$ cat src/rtl/datapath_ctrl.sv
// datapath_ctrl: multi-cycle sequencer for the reg_bank / ALU datapath.
//   clock, reset         : rising-edge clock, synchronous active-high reset
//   instr/_valid/_ready  : 32-bit instruction word, valid/ready handshake
//   opr                  : ALU operation select (held between EXECs)
//   seloutA/B            : reg_bank read addresses (held between READs)
//   enrregA/B            : one-cycle loads of the ALU operand registers
//   cnstB, cnst_enB      : sign-extended immediate substituted for outB
//   cnstA                : LOADI write-back immediate
//   regwe/selwreg/endwreg: write-back strobe, data source, address
//   done, halted, retired: retire pulse, halt flag, retired-instruction count
// Instruction word: [31:28] op, [27:24] rd, [23:20] ra, [19:16] rb,
//   [15] use_imm, [14:0] imm15. op F = LOADI, op E = HALT.
module datapath_ctrl #(
  parameter int DATA_W  = 32,
  parameter int RA_W    = 4,
  parameter int OPR_W   = 4,
  parameter int ALU_LAT = 1
) (
  input  logic              clock,
  input  logic              reset,
  input  logic [31:0]       instr,
  input  logic              instr_valid,
  output logic              instr_ready,
  output logic [OPR_W-1:0]  opr,
  output logic [RA_W-1:0]   seloutA,
  output logic [RA_W-1:0]   seloutB,
  output logic              enrregA,
  output logic              enrregB,
  output logic [DATA_W-1:0] cnstB,
  output logic              cnst_enB,
  output logic [DATA_W-1:0] cnstA,
  output logic              regwe,
  output logic              selwreg,
  output logic [RA_W-1:0]   endwreg,
  output logic              done,
  output logic              halted,
  output logic [15:0]       retired
);

  localparam logic [3:0] OP_LOADI = 4'hF;
  localparam logic [3:0] OP_HALT  = 4'hE;
  localparam logic [3:0] LAT_LAST = 4'(ALU_LAT - 1);

  typedef enum logic [2:0] {IDLE, READ, EXEC, WB, HALT} state_t;

  state_t            state, nstate;
  logic [31:0]       ir;
  logic [3:0]        cnt;
  logic [OPR_W-1:0]  opr_q;
  logic [RA_W-1:0]   sela_q, selb_q;
  logic              halt_pulsed;

  logic [3:0]        op;
  logic [RA_W-1:0]   rd, ra, rb;
  logic              use_imm;
  logic [DATA_W-1:0] imm_sx;

  assign op      = ir[31:28];
  assign rd      = RA_W'(ir[27:24]);
  assign ra      = RA_W'(ir[23:20]);
  assign rb      = RA_W'(ir[19:16]);
  assign use_imm = ir[15];
  assign imm_sx  = {{(DATA_W-15){ir[14]}}, ir[14:0]};

  always_ff @(posedge clock) begin
    if (reset) begin
      state       <= IDLE;
      ir          <= '0;
      cnt         <= '0;
      opr_q       <= '0;
      sela_q      <= '0;
      selb_q      <= '0;
      halt_pulsed <= 1'b0;
      retired     <= '0;
    end else begin
      state <= nstate;
      // instr is only sampled on the handshake cycle
      if (state == IDLE && instr_valid) ir <= instr;
      cnt <= (state == EXEC) ? cnt + 4'd1 : 4'd0;
      if (state == READ) begin
        sela_q <= ra;
        selb_q <= rb;
      end
      if (state == EXEC) opr_q <= OPR_W'(op);
      if (state == HALT) halt_pulsed <= 1'b1;
      if (done) retired <= retired + 16'd1;
    end
  end

  always_comb begin
    nstate      = state;
    instr_ready = 1'b0;
    // read addresses and opcode are live in their own state, held otherwise
    seloutA     = (state == READ) ? ra : sela_q;
    seloutB     = (state == READ) ? rb : selb_q;
    opr         = (state == EXEC) ? OPR_W'(op) : opr_q;
    enrregA     = 1'b0;
    enrregB     = 1'b0;
    cnstB       = '0;
    cnst_enB    = 1'b0;
    cnstA       = '0;
    regwe       = 1'b0;
    selwreg     = 1'b0;
    endwreg     = '0;
    done        = 1'b0;
    halted      = 1'b0;
    case (state)
      IDLE: begin
        instr_ready = 1'b1;
        if (instr_valid) nstate = READ;
      end
      READ: begin
        cnst_enB = use_imm;
        cnstB    = imm_sx;
        if (op == OP_LOADI) begin
          nstate = WB;
        end else if (op == OP_HALT) begin
          nstate = HALT;
        end else begin
          enrregA = 1'b1;
          enrregB = 1'b1;
          nstate  = EXEC;
        end
      end
      EXEC: begin
        if (cnt == LAT_LAST) nstate = WB;
      end
      WB: begin
        endwreg = rd;
        selwreg = (op == OP_LOADI);
        cnstA   = (op == OP_LOADI) ? imm_sx : '0;
        regwe   = (rd != '0);         // r0 is read-only but still retires
        done    = 1'b1;
        nstate  = IDLE;
      end
      HALT: begin
        halted = 1'b1;
        done   = ~halt_pulsed;        // retire the HALT itself exactly once
      end
      default: nstate = IDLE;
    endcase
  end

endmodule

$ cat config.mk
export PLATFORM = sky130hd
export DESIGN_NAME = datapath_ctrl
export DESIGN_NICKNAME = d
export VERILOG_FILES = /design/src/rtl/datapath_ctrl.sv
export SDC_FILE = /design/constraint.sdc
export NUM_CORES = 1
export LEC_CHECK = 0
export BUFFER_PORTS_ARGS = -buffer_cell sky130_fd_sc_hd__buf_4
export CAP_MARGIN = 30
export CORE_AREA = 2 2 89 91
export CTS_BUF_LIST = sky130_fd_sc_hd__clkbuf_4
export DETAILED_ROUTE_END_ITERATION = 7
export DIE_AREA = 0 0 91 93
export PLACE_DENSITY = 0.74
export REMOVE_ABC_BUFFERS = 1
export SYNTH_ARGS = -nofsm -noshare
export SYNTH_HDL_FRONTEND = slang
export SYNTH_SLANG_ARGS = --single-unit
$ cat constraint.sdc
create_clock -name clock -period 3.17 [get_ports clock]
set_clock_uncertainty 0.2 [all_clocks]
set_input_delay 0.7925 -clock clock [delete_from_list [all_inputs] [get_ports clock]]
set_output_delay 0.7925 -clock clock [all_outputs]
set_load 0.01 [all_outputs]
Word level (Yosys, flattened, before mapping)
Cells that the tools add are included.

storage, ports and cells
  register bits after elaboration = 68
  input bits = 35
  output and inout bits = 104

cells by class
  $add $sub $neg = 2
  equality and inequality tests = 8
  muxes and demuxes = 21
  bitwise logic cells = 3
  reduce and logical (&&, ||, !) cells = 6

operators with widths
  cell                                                                   number
  32-bit two-way mux                                                     3
  16-bit by 1-bit adder with 16-bit output, second input constant        1
  4-bit two-way mux                                                      4
  3-bit two-way mux                                                      4
  3-bit one-hot mux with 4 select lines                                  1
  4-bit equality test, second input constant                             2
  1-bit two-way mux                                                      8
  3-bit by 2-bit equality test with 1-bit output, second input constant  2
  4-bit by 1-bit adder with 4-bit output, second input constant          1
  4-bit logical NOT                                                      1
  4-bit nonzero test                                                     1
  3-bit by 1-bit equality test with 1-bit output, second input constant  1
  3-bit equality test, second input constant                             1
  3-bit logical NOT                                                      1
  1-bit NOT                                                              3
  3-bit AND reduction                                                    1
  2-bit by 1-bit != test with 1-bit output, second input constant        1
  2-bit != test, second input constant                                   1
  1-bit one-hot mux with 2 select lines                                  1
  2-bit OR reduction                                                     1
  1-bit logical AND                                                      1

Longest topological paths before layout
Gate-level depths: netlist of the first run.

  word-level depth = 4
  gate-level depth with buffers = 7
  gate-level depth less buffers = 6

Least setup slack after synthesis of the first run
No wires, ideal clock.

  path type = register -> output
  from = register state[2]
  to = output cnstA[15]
  arrival time = 1.896 ns
  required time = 2.178 ns
  slack = 0.281 ns
  cell stages (with the launch flop) = 6
  path buffers = 2
  path through = dfxtp_1 > buf_2 > nand3b_1 > nor2_1 > and2_1 > buf_4

between the ends
  longest elaborated chain between the ends = 2

RTL lines
  what                                            line  RTL
  start: declaration                              46    state_t state, nstate;
  start signal: assignment                        76    state <= nstate;
  3-bit by 2-bit equality test with 1-bit output  107   case (state)
  32-bit two-way mux                              107
  end: declaration                                31    output logic [DATA_W-1:0] cnstA,

Every way passes these cells.

Worst setup path after layout of the first run
  from = register state[0]
  to = output cnstB[16]

between the ends
  longest elaborated chain between the ends = 2

RTL lines
  what                                            line  RTL
  3-bit by 1-bit equality test with 1-bit output  107
  32-bit two-way mux                              107
  end: declaration                                29    output logic [DATA_W-1:0] cnstB,

Every way passes these cells.

==> impl_metrics.py, run 1 <==
metrics = {
    "run_status": {
        "status": "completed",
    },
    "pwr": {
        "internal-power_mw": 1.33,
        "seqPwrFrac": 0.511,
        "power.density_nw_per_um2": 415,
        "power_leakage_nw": 1.92,
        "finalPower_mw": 1.80,
        "clkPwrFrac": 0.351,
        "switching_share": 0.261,
        "peakVddDrop_mv": 0.218,
        "switching_power_mw": 0.471,
        "comb_power_share": 0.138,
    },
    "die": {
        "die_h_um": 93,
        "die_area_sq_um": 8460,
        "ios": 139,
        "die_w_um": 91,
        "start_util": 0.435,
        "fp-row-count": 32,
        "core_region_area_sq_um": 7530,
    },
    "synth": {
        "yosys.area.top_type": "dfxtp_1",
        "post-synth-top-area-fraction": 0.415,
        "ys_warn_count": 0,
        "synth_edf_count": 0,
        "synth_most_common_cell": "nand2_1",
        "synthArstFlopShare": 0,
        "synth_area_leaders": "dfxtp_1 (42%), buf_4 (8.0%), nand2_1 (7.9%)",
        "synth_area_per_cell_sq_um": 8.36,
        "syn_area_sq_um": 3280,
        "synthFlopType": "dfxtp_1",
        "synth.distinct_cells": 37,
        "synthCells": 392,
        "ys_seq_elements": 68,
        "synth_commonest_cells": "nand2_1 (69), dfxtp_1 (68), a21oi_1 (41)",
        "ys_seq_area_frac": 0.415,
    },
    "routing": {
        "vias": 2858,
        "vias_per_cell": 4.77,
        "drtIter0Drc": 81,
        "wl_per_cell_um": 12.8,
        "drtPass1Iterations": 4,
        "post-route-drc-count": 0,
        "routed_wl_um": 7680,
        "drt.antenna.violating_nets": 0,
    },
    "critical_path": {
        "crit_fanout": 25,
        "critPathArrivalTime_ps": 1940,
        "path_class": "register to primary output",
        "cp-start-kind": "register",
        "worstPathCellList": "inv_1 -> nor3_2 -> buf_12 -> and2_2 -> buf_4",
        "slowest_delay_ps": 440,
        "critPathSlowestCell": "dfxtp_2",
        "cp.required_ps": 2180,
        "end_kind": "primary output",
    },
    "clock_tree": {
        "numCtsBuffers": 9,
        "cts_buffer_depth": 2,
        "clkLatencyLatePin_ps": 400,
        "h-tree-depth": 3,
        "root_buffer": "clkbuf_4",
        "cts_num_sinks": 68,
        "tritoncts": "yes",
        "clk_pin_slew_ps": 120,
    },
    "grt": {
        "track_usage": 0.177,
        "overflow": 0,
        "grt_pass1_wl_um": 11900,
        "antenna_found_initial": 0,
        "grt_max_degree": 36,
        "first_global_vias": 2567,
    },
    "sta": {
        "post-route-period-util": 0.924,
        "rsz0062_at_grt": "no",
        "finalHoldViolCount": 0,
        "maxSlewViolCount": 0,
        "fin_ws_ps": 239,
        "maxSlewHeadroom": 0.680,
        "timing.hold.ws_ps": 260,
        "setup_viol": 0,
        "min_period_ps": 2930,
        "tns_ps": 0,
        "worst_pin_slew_ps": 481,
        "fmax_mhz": 341,
    },
    "cells_and_area": {
        "syn2layout_area_growth_pct": 32.4,
        "layout-drive-gt1-share": 0.378,
        "final_nets": 530,
        "stdcell_count": 599,
        "diodes": 0,
        "design_area_sq_um": 4340,
        "fin_util": 0.576,
    },
    "job": {
        "drv_cap": 0,
    },
    "placed_design": {
        "hpwl_um": 5670,
        "place.gp.congestion": 0.800,
        "port_buffers": 138,
        "preCtsSetupSlack_ps": 357,
        "placed_area_sq_um": 4180,
        "placed_cells": 583,
    },
    "min_path": {
        "hold_class": "register to register",
    },
}
==> timing repair <==
item                       4_1_cts  5_1_grt
setup endpoints to repair       20       24
hold buffers                     0        0
setup buffers                    0        0
resized for setup                2        1
==> critical path: cells and delay by family (launching register included) <==
| family | cells | cell delay (ps) |
|---|---|---|
| AND/OR/NAND/NOR | 2 | 580 |
| flip-flops | 1 | 440 |
| buffers and inverters | 3 | 490 |
==> layout by cell type, fill, tap and decap left out, types with 2 or more instances in the layout <==
master     instances
bufinv_16          2
a21oi_1           41
nor3b_1            2
inv_1             11
a2111oi_4          2
and3_1             2
and2_1            30
nor2_1            26
mux2_2            14
nand3_1            9
and2_2             2
nor2b_1           14
dfxtp_1           67
nand2b_1           3
buf_4            144
ha_1               3
a31o_2             2
xnor2_1           11
nand4_1            5
a211oi_1           4
nor3_1             3
nor3_2             2
clkbuf_4           9
nand2_1           69
clkinv_2           3
==> metal layers <==
layer / up-vias / wire length (um) / global-route usage
li1: 1439 / - / -
met1: 1321 / 3390 / 0.213
met2: 88 / 3720 / 0.298
met3: 10 / 469 / 0.0500
met4: 0 / 103 / 0.0720
met5: - / 0 / 0
==> power by group through the flow <==
stage | Sequential, mW | Combinational (mW) | Clock [mW]
after floorplan | 0.932 | 0.118 | 0
after global placement | 0.939 | 0.237 | 0
after detailed placement | 0.941 | 0.250 | 0
after CTS | 0.921 | 0.251 | 0.652
after global routing | 0.927 | 0.271 | 0.687
final | 0.921 | 0.248 | 0.632
==> final timing paths <==
| path | startpoint | endpoint | slack, ps | depth (start not counted) |
|---|---|---|---|---|
| max | state[0]$_SDFFE_PP0P_ | cnstB[16] | 240 | 5 |
| max reg2reg | state[2]$_SDFFE_PP0P_ | retired[12]$_SDFFE_PP0P_ | 820 | 4 |
| min reg2reg | ir[19]$_SDFFE_PP0P_ | ir[19]$_SDFFE_PP0P_ | 260 | 2 |
| min | ir[19]$_SDFFE_PP0P_ | ir[19]$_SDFFE_PP0P_ | 260 | 2 |
==> final cells by class <==
type,count,area [sq um]
clock inverters,7,91.3
repair buffers,146,1130
fillers,686,3190
multi-input cells,256,1520
well taps,102,128
clock buffers,9,67.6
flip-flops and latches,68,1360
inverters,11,41.3
==> logic make-up after synthesis <==
logic type               count (synthesis)  synth area share
adder cells (fa/ha/maj)                  3            0.0115
XOR/XNOR                                12            0.0321
multiplexers                            14            0.0481
AND/OR/NAND/NOR                        172             0.257
buffers and inverters                   68             0.123
AO/OA/AOI/OAI                           55             0.113
flip-flops                              68             0.415
==> registers in the layout (all words and copies together) (netlist names) <==
name / count
sela_q: 4
retired: 16
cnt: 4
state: 3
halt_pulsed: 1
opr_q: 4
selb_q: 4
ir: 32
Power figures use the tool's default switching activity.
==> run 2, diff against run 1 <==
Clock period 3.17 ns to 3.28 ns, I/O delays scaled along.
==> run 2 against run 1 <==
  * First-iteration DRC count increased by 48%
  * Setup slack got worse by 42 ps
  * Register-to-register slack improved by 80 ps
  * Highest routed layer unchanged
  * Cell area increased by 0.58%
  * Flip-flop and latch count unchanged
  * Hold slack improved by 2.7 ps
  * Clock power increased by 13%
  * Total power increased by 2.3%
  * Count of clock-buffer cells in the layout unchanged
  * Largest power group unchanged
  * Die area unchanged
  * Via count increased by 1.1%
  * Global-route usage increased by 1.1 points
==> impl_metrics.py, run 2 (synthesized netlist as in run 1, its figures left out) <==
metrics = {
    "run_status": {
        "status": "completed",
    },
    "placed_design": {
        "hpwl_um": 5780,
        "placed_cells": 583,
        "place.gp.congestion": 0.768,
        "preCtsSetupSlack_ps": 459,
        "port_buffers": 138,
        "placed_area_sq_um": 4160,
    },
    "cells_and_area": {
        "largest-register": "ir",
        "top_regs": "ir (32), retired (16)",
        "final_nets": 530,
        "layout-drive-gt1-share": 0.380,
        "stdcell_count": 599,
        "design_area_sq_um": 4360,
        "layout_common_cells": "buf_4 (145), nand2_1 (69), dfxtp_1 (67)",
        "nFillCells": 736,
        "final_common_cell": "buf_4",
        "syn2layout_area_growth_pct": 33.1,
        "largest_reg_flops": 32,
        "diodes": 0,
    },
    "critical_path": {
        "reg2reg_setup_slack_ps": 900,
        "end_kind": "primary output",
        "critPathArrivalTime_ps": 2060,
        "crit_fanout": 10,
        "cp-start-kind": "register",
        "path_class": "register to primary output",
        "cp.required_ps": 2260,
    },
    "grt": {
        "grt_max_degree": 69,
        "grt_pass1_wl_um": 12800,
        "first_global_vias": 2673,
        "track_usage": 0.188,
        "antenna_found_initial": 0,
        "overflow": 0,
    },
    "clock_tree": {
        "cts_hold_buf": 0,
        "root_buffer": "clkbuf_4",
        "h-tree-depth": 3,
        "clkLatencyLatePin_ps": 400,
        "tritoncts": "yes",
        "cts_num_sinks": 68,
        "clk_pin_slew_ps": 130,
        "numCtsBuffers": 9,
        "cts_buffer_depth": 2,
    },
    "sta": {
        "worst_pin_slew_ps": 718,
        "finalHoldViolCount": 0,
        "min_period_ps": 3080,
        "fin_ws_ps": 197,
        "maxSlewViolCount": 0,
        "post-route-period-util": 0.940,
        "fmax_mhz": 324,
        "rsz0062_at_grt": "no",
        "maxSlewHeadroom": 0.522,
        "setup_viol": 0,
    },
    "die": {
        "die_h_um": 93,
        "ios": 139,
        "fp-row-count": 32,
        "die_area_sq_um": 8460,
        "core_region_area_sq_um": 7530,
        "start_util": 0.435,
        "die_w_um": 91,
    },
    "routing": {
        "wl_per_cell_um": 13.3,
        "drt.antenna.violating_nets": 0,
        "vias": 2889,
        "routed_wl_um": 7990,
        "post-route-drc-count": 0,
        "vias_per_cell": 4.82,
        "drtPass1Iterations": 4,
        "drtIter0Drc": 120,
    },
    "pwr": {
        "switching_share": 0.257,
        "power.density_nw_per_um2": 422,
        "peakVddDrop_mv": 0.301,
        "comb_power_share": 0.129,
        "clkPwrFrac": 0.386,
        "switching_power_mw": 0.473,
        "power_leakage_nw": 1.93,
        "finalPower_mw": 1.84,
        "internal-power_mw": 1.37,
        "seqPwrFrac": 0.485,
    },
    "job": {
        "drv_cap": 0,
    },
    "min_path": {
        "hold_class": "register to register",
    },
}
-- run 2: path summary, 6_finish.rpt --
kind                    startpoint                        to  depth (start not counted)
max          state[0]$_SDFFE_PP0P_                seloutA[3]                          5
min            ir[15]$_SDFFE_PP0P_       ir[15]$_SDFFE_PP0P_                          2
max reg2reg  state[2]$_SDFFE_PP0P_  retired[12]$_SDFFE_PP0P_                          4
min reg2reg    ir[15]$_SDFFE_PP0P_       ir[15]$_SDFFE_PP0P_                          2
-- run 2: timing repair --
action	4_1_cts	5_1_grt
setup endpoints to repair	4	26
gates cloned	0	0
resized for setup	2	2
setup buffers	0	0
-- run 2: through the flow --
stage	hold WS [ps]	TNS [ps]	util
2_1_floorplan	226	-20900	-
3_3_place_gp	238	0	0.549
3_5_place_dp	246	0	0.553
4_1_cts	264	0	0.579
5_1_grt	292	0	0.580
6_report	263	0	0.580
-- run 2: worst max-delay path: stages (launching register included) --
cell and delay [ps]:
dfxtp_2 450, inv_1 130, nor3_2 360, buf_4 230
mux2_2 350, buf_4 140
-- run 2: routing by layer --
metal	up-vias	track usage	part of all wire
met3	12	0.0540	0.073
met1	1332	0.225	0.42
li1	1444	-	-
met4	0	0.0606	0.014
met5	-	0	0
met2	101	0.325	0.49
-- run 2: power groups by stage --
stage / clock network, mW / registers [mW] / logic (mW)
after floorplan: 0 / 0.901 / 0.114
after global placement: 0 / 0.909 / 0.225
after detailed placement: 0 / 0.911 / 0.239
after CTS: 0.728 / 0.893 / 0.240
after global routing: 0.769 / 0.899 / 0.262
final: 0.711 / 0.893 / 0.237
-- run 2: layout make-up --
class	instances	area, sq um	area share
inverter	11	41.3	0.00946
multi-input combinational	256	1520	0.349
clock inverter	7	124	0.0284
sequential	68	1360	0.312
clock buffer	9	67.6	0.0155
timing repair buffer	146	1120	0.256
tap	102	128	0.0293
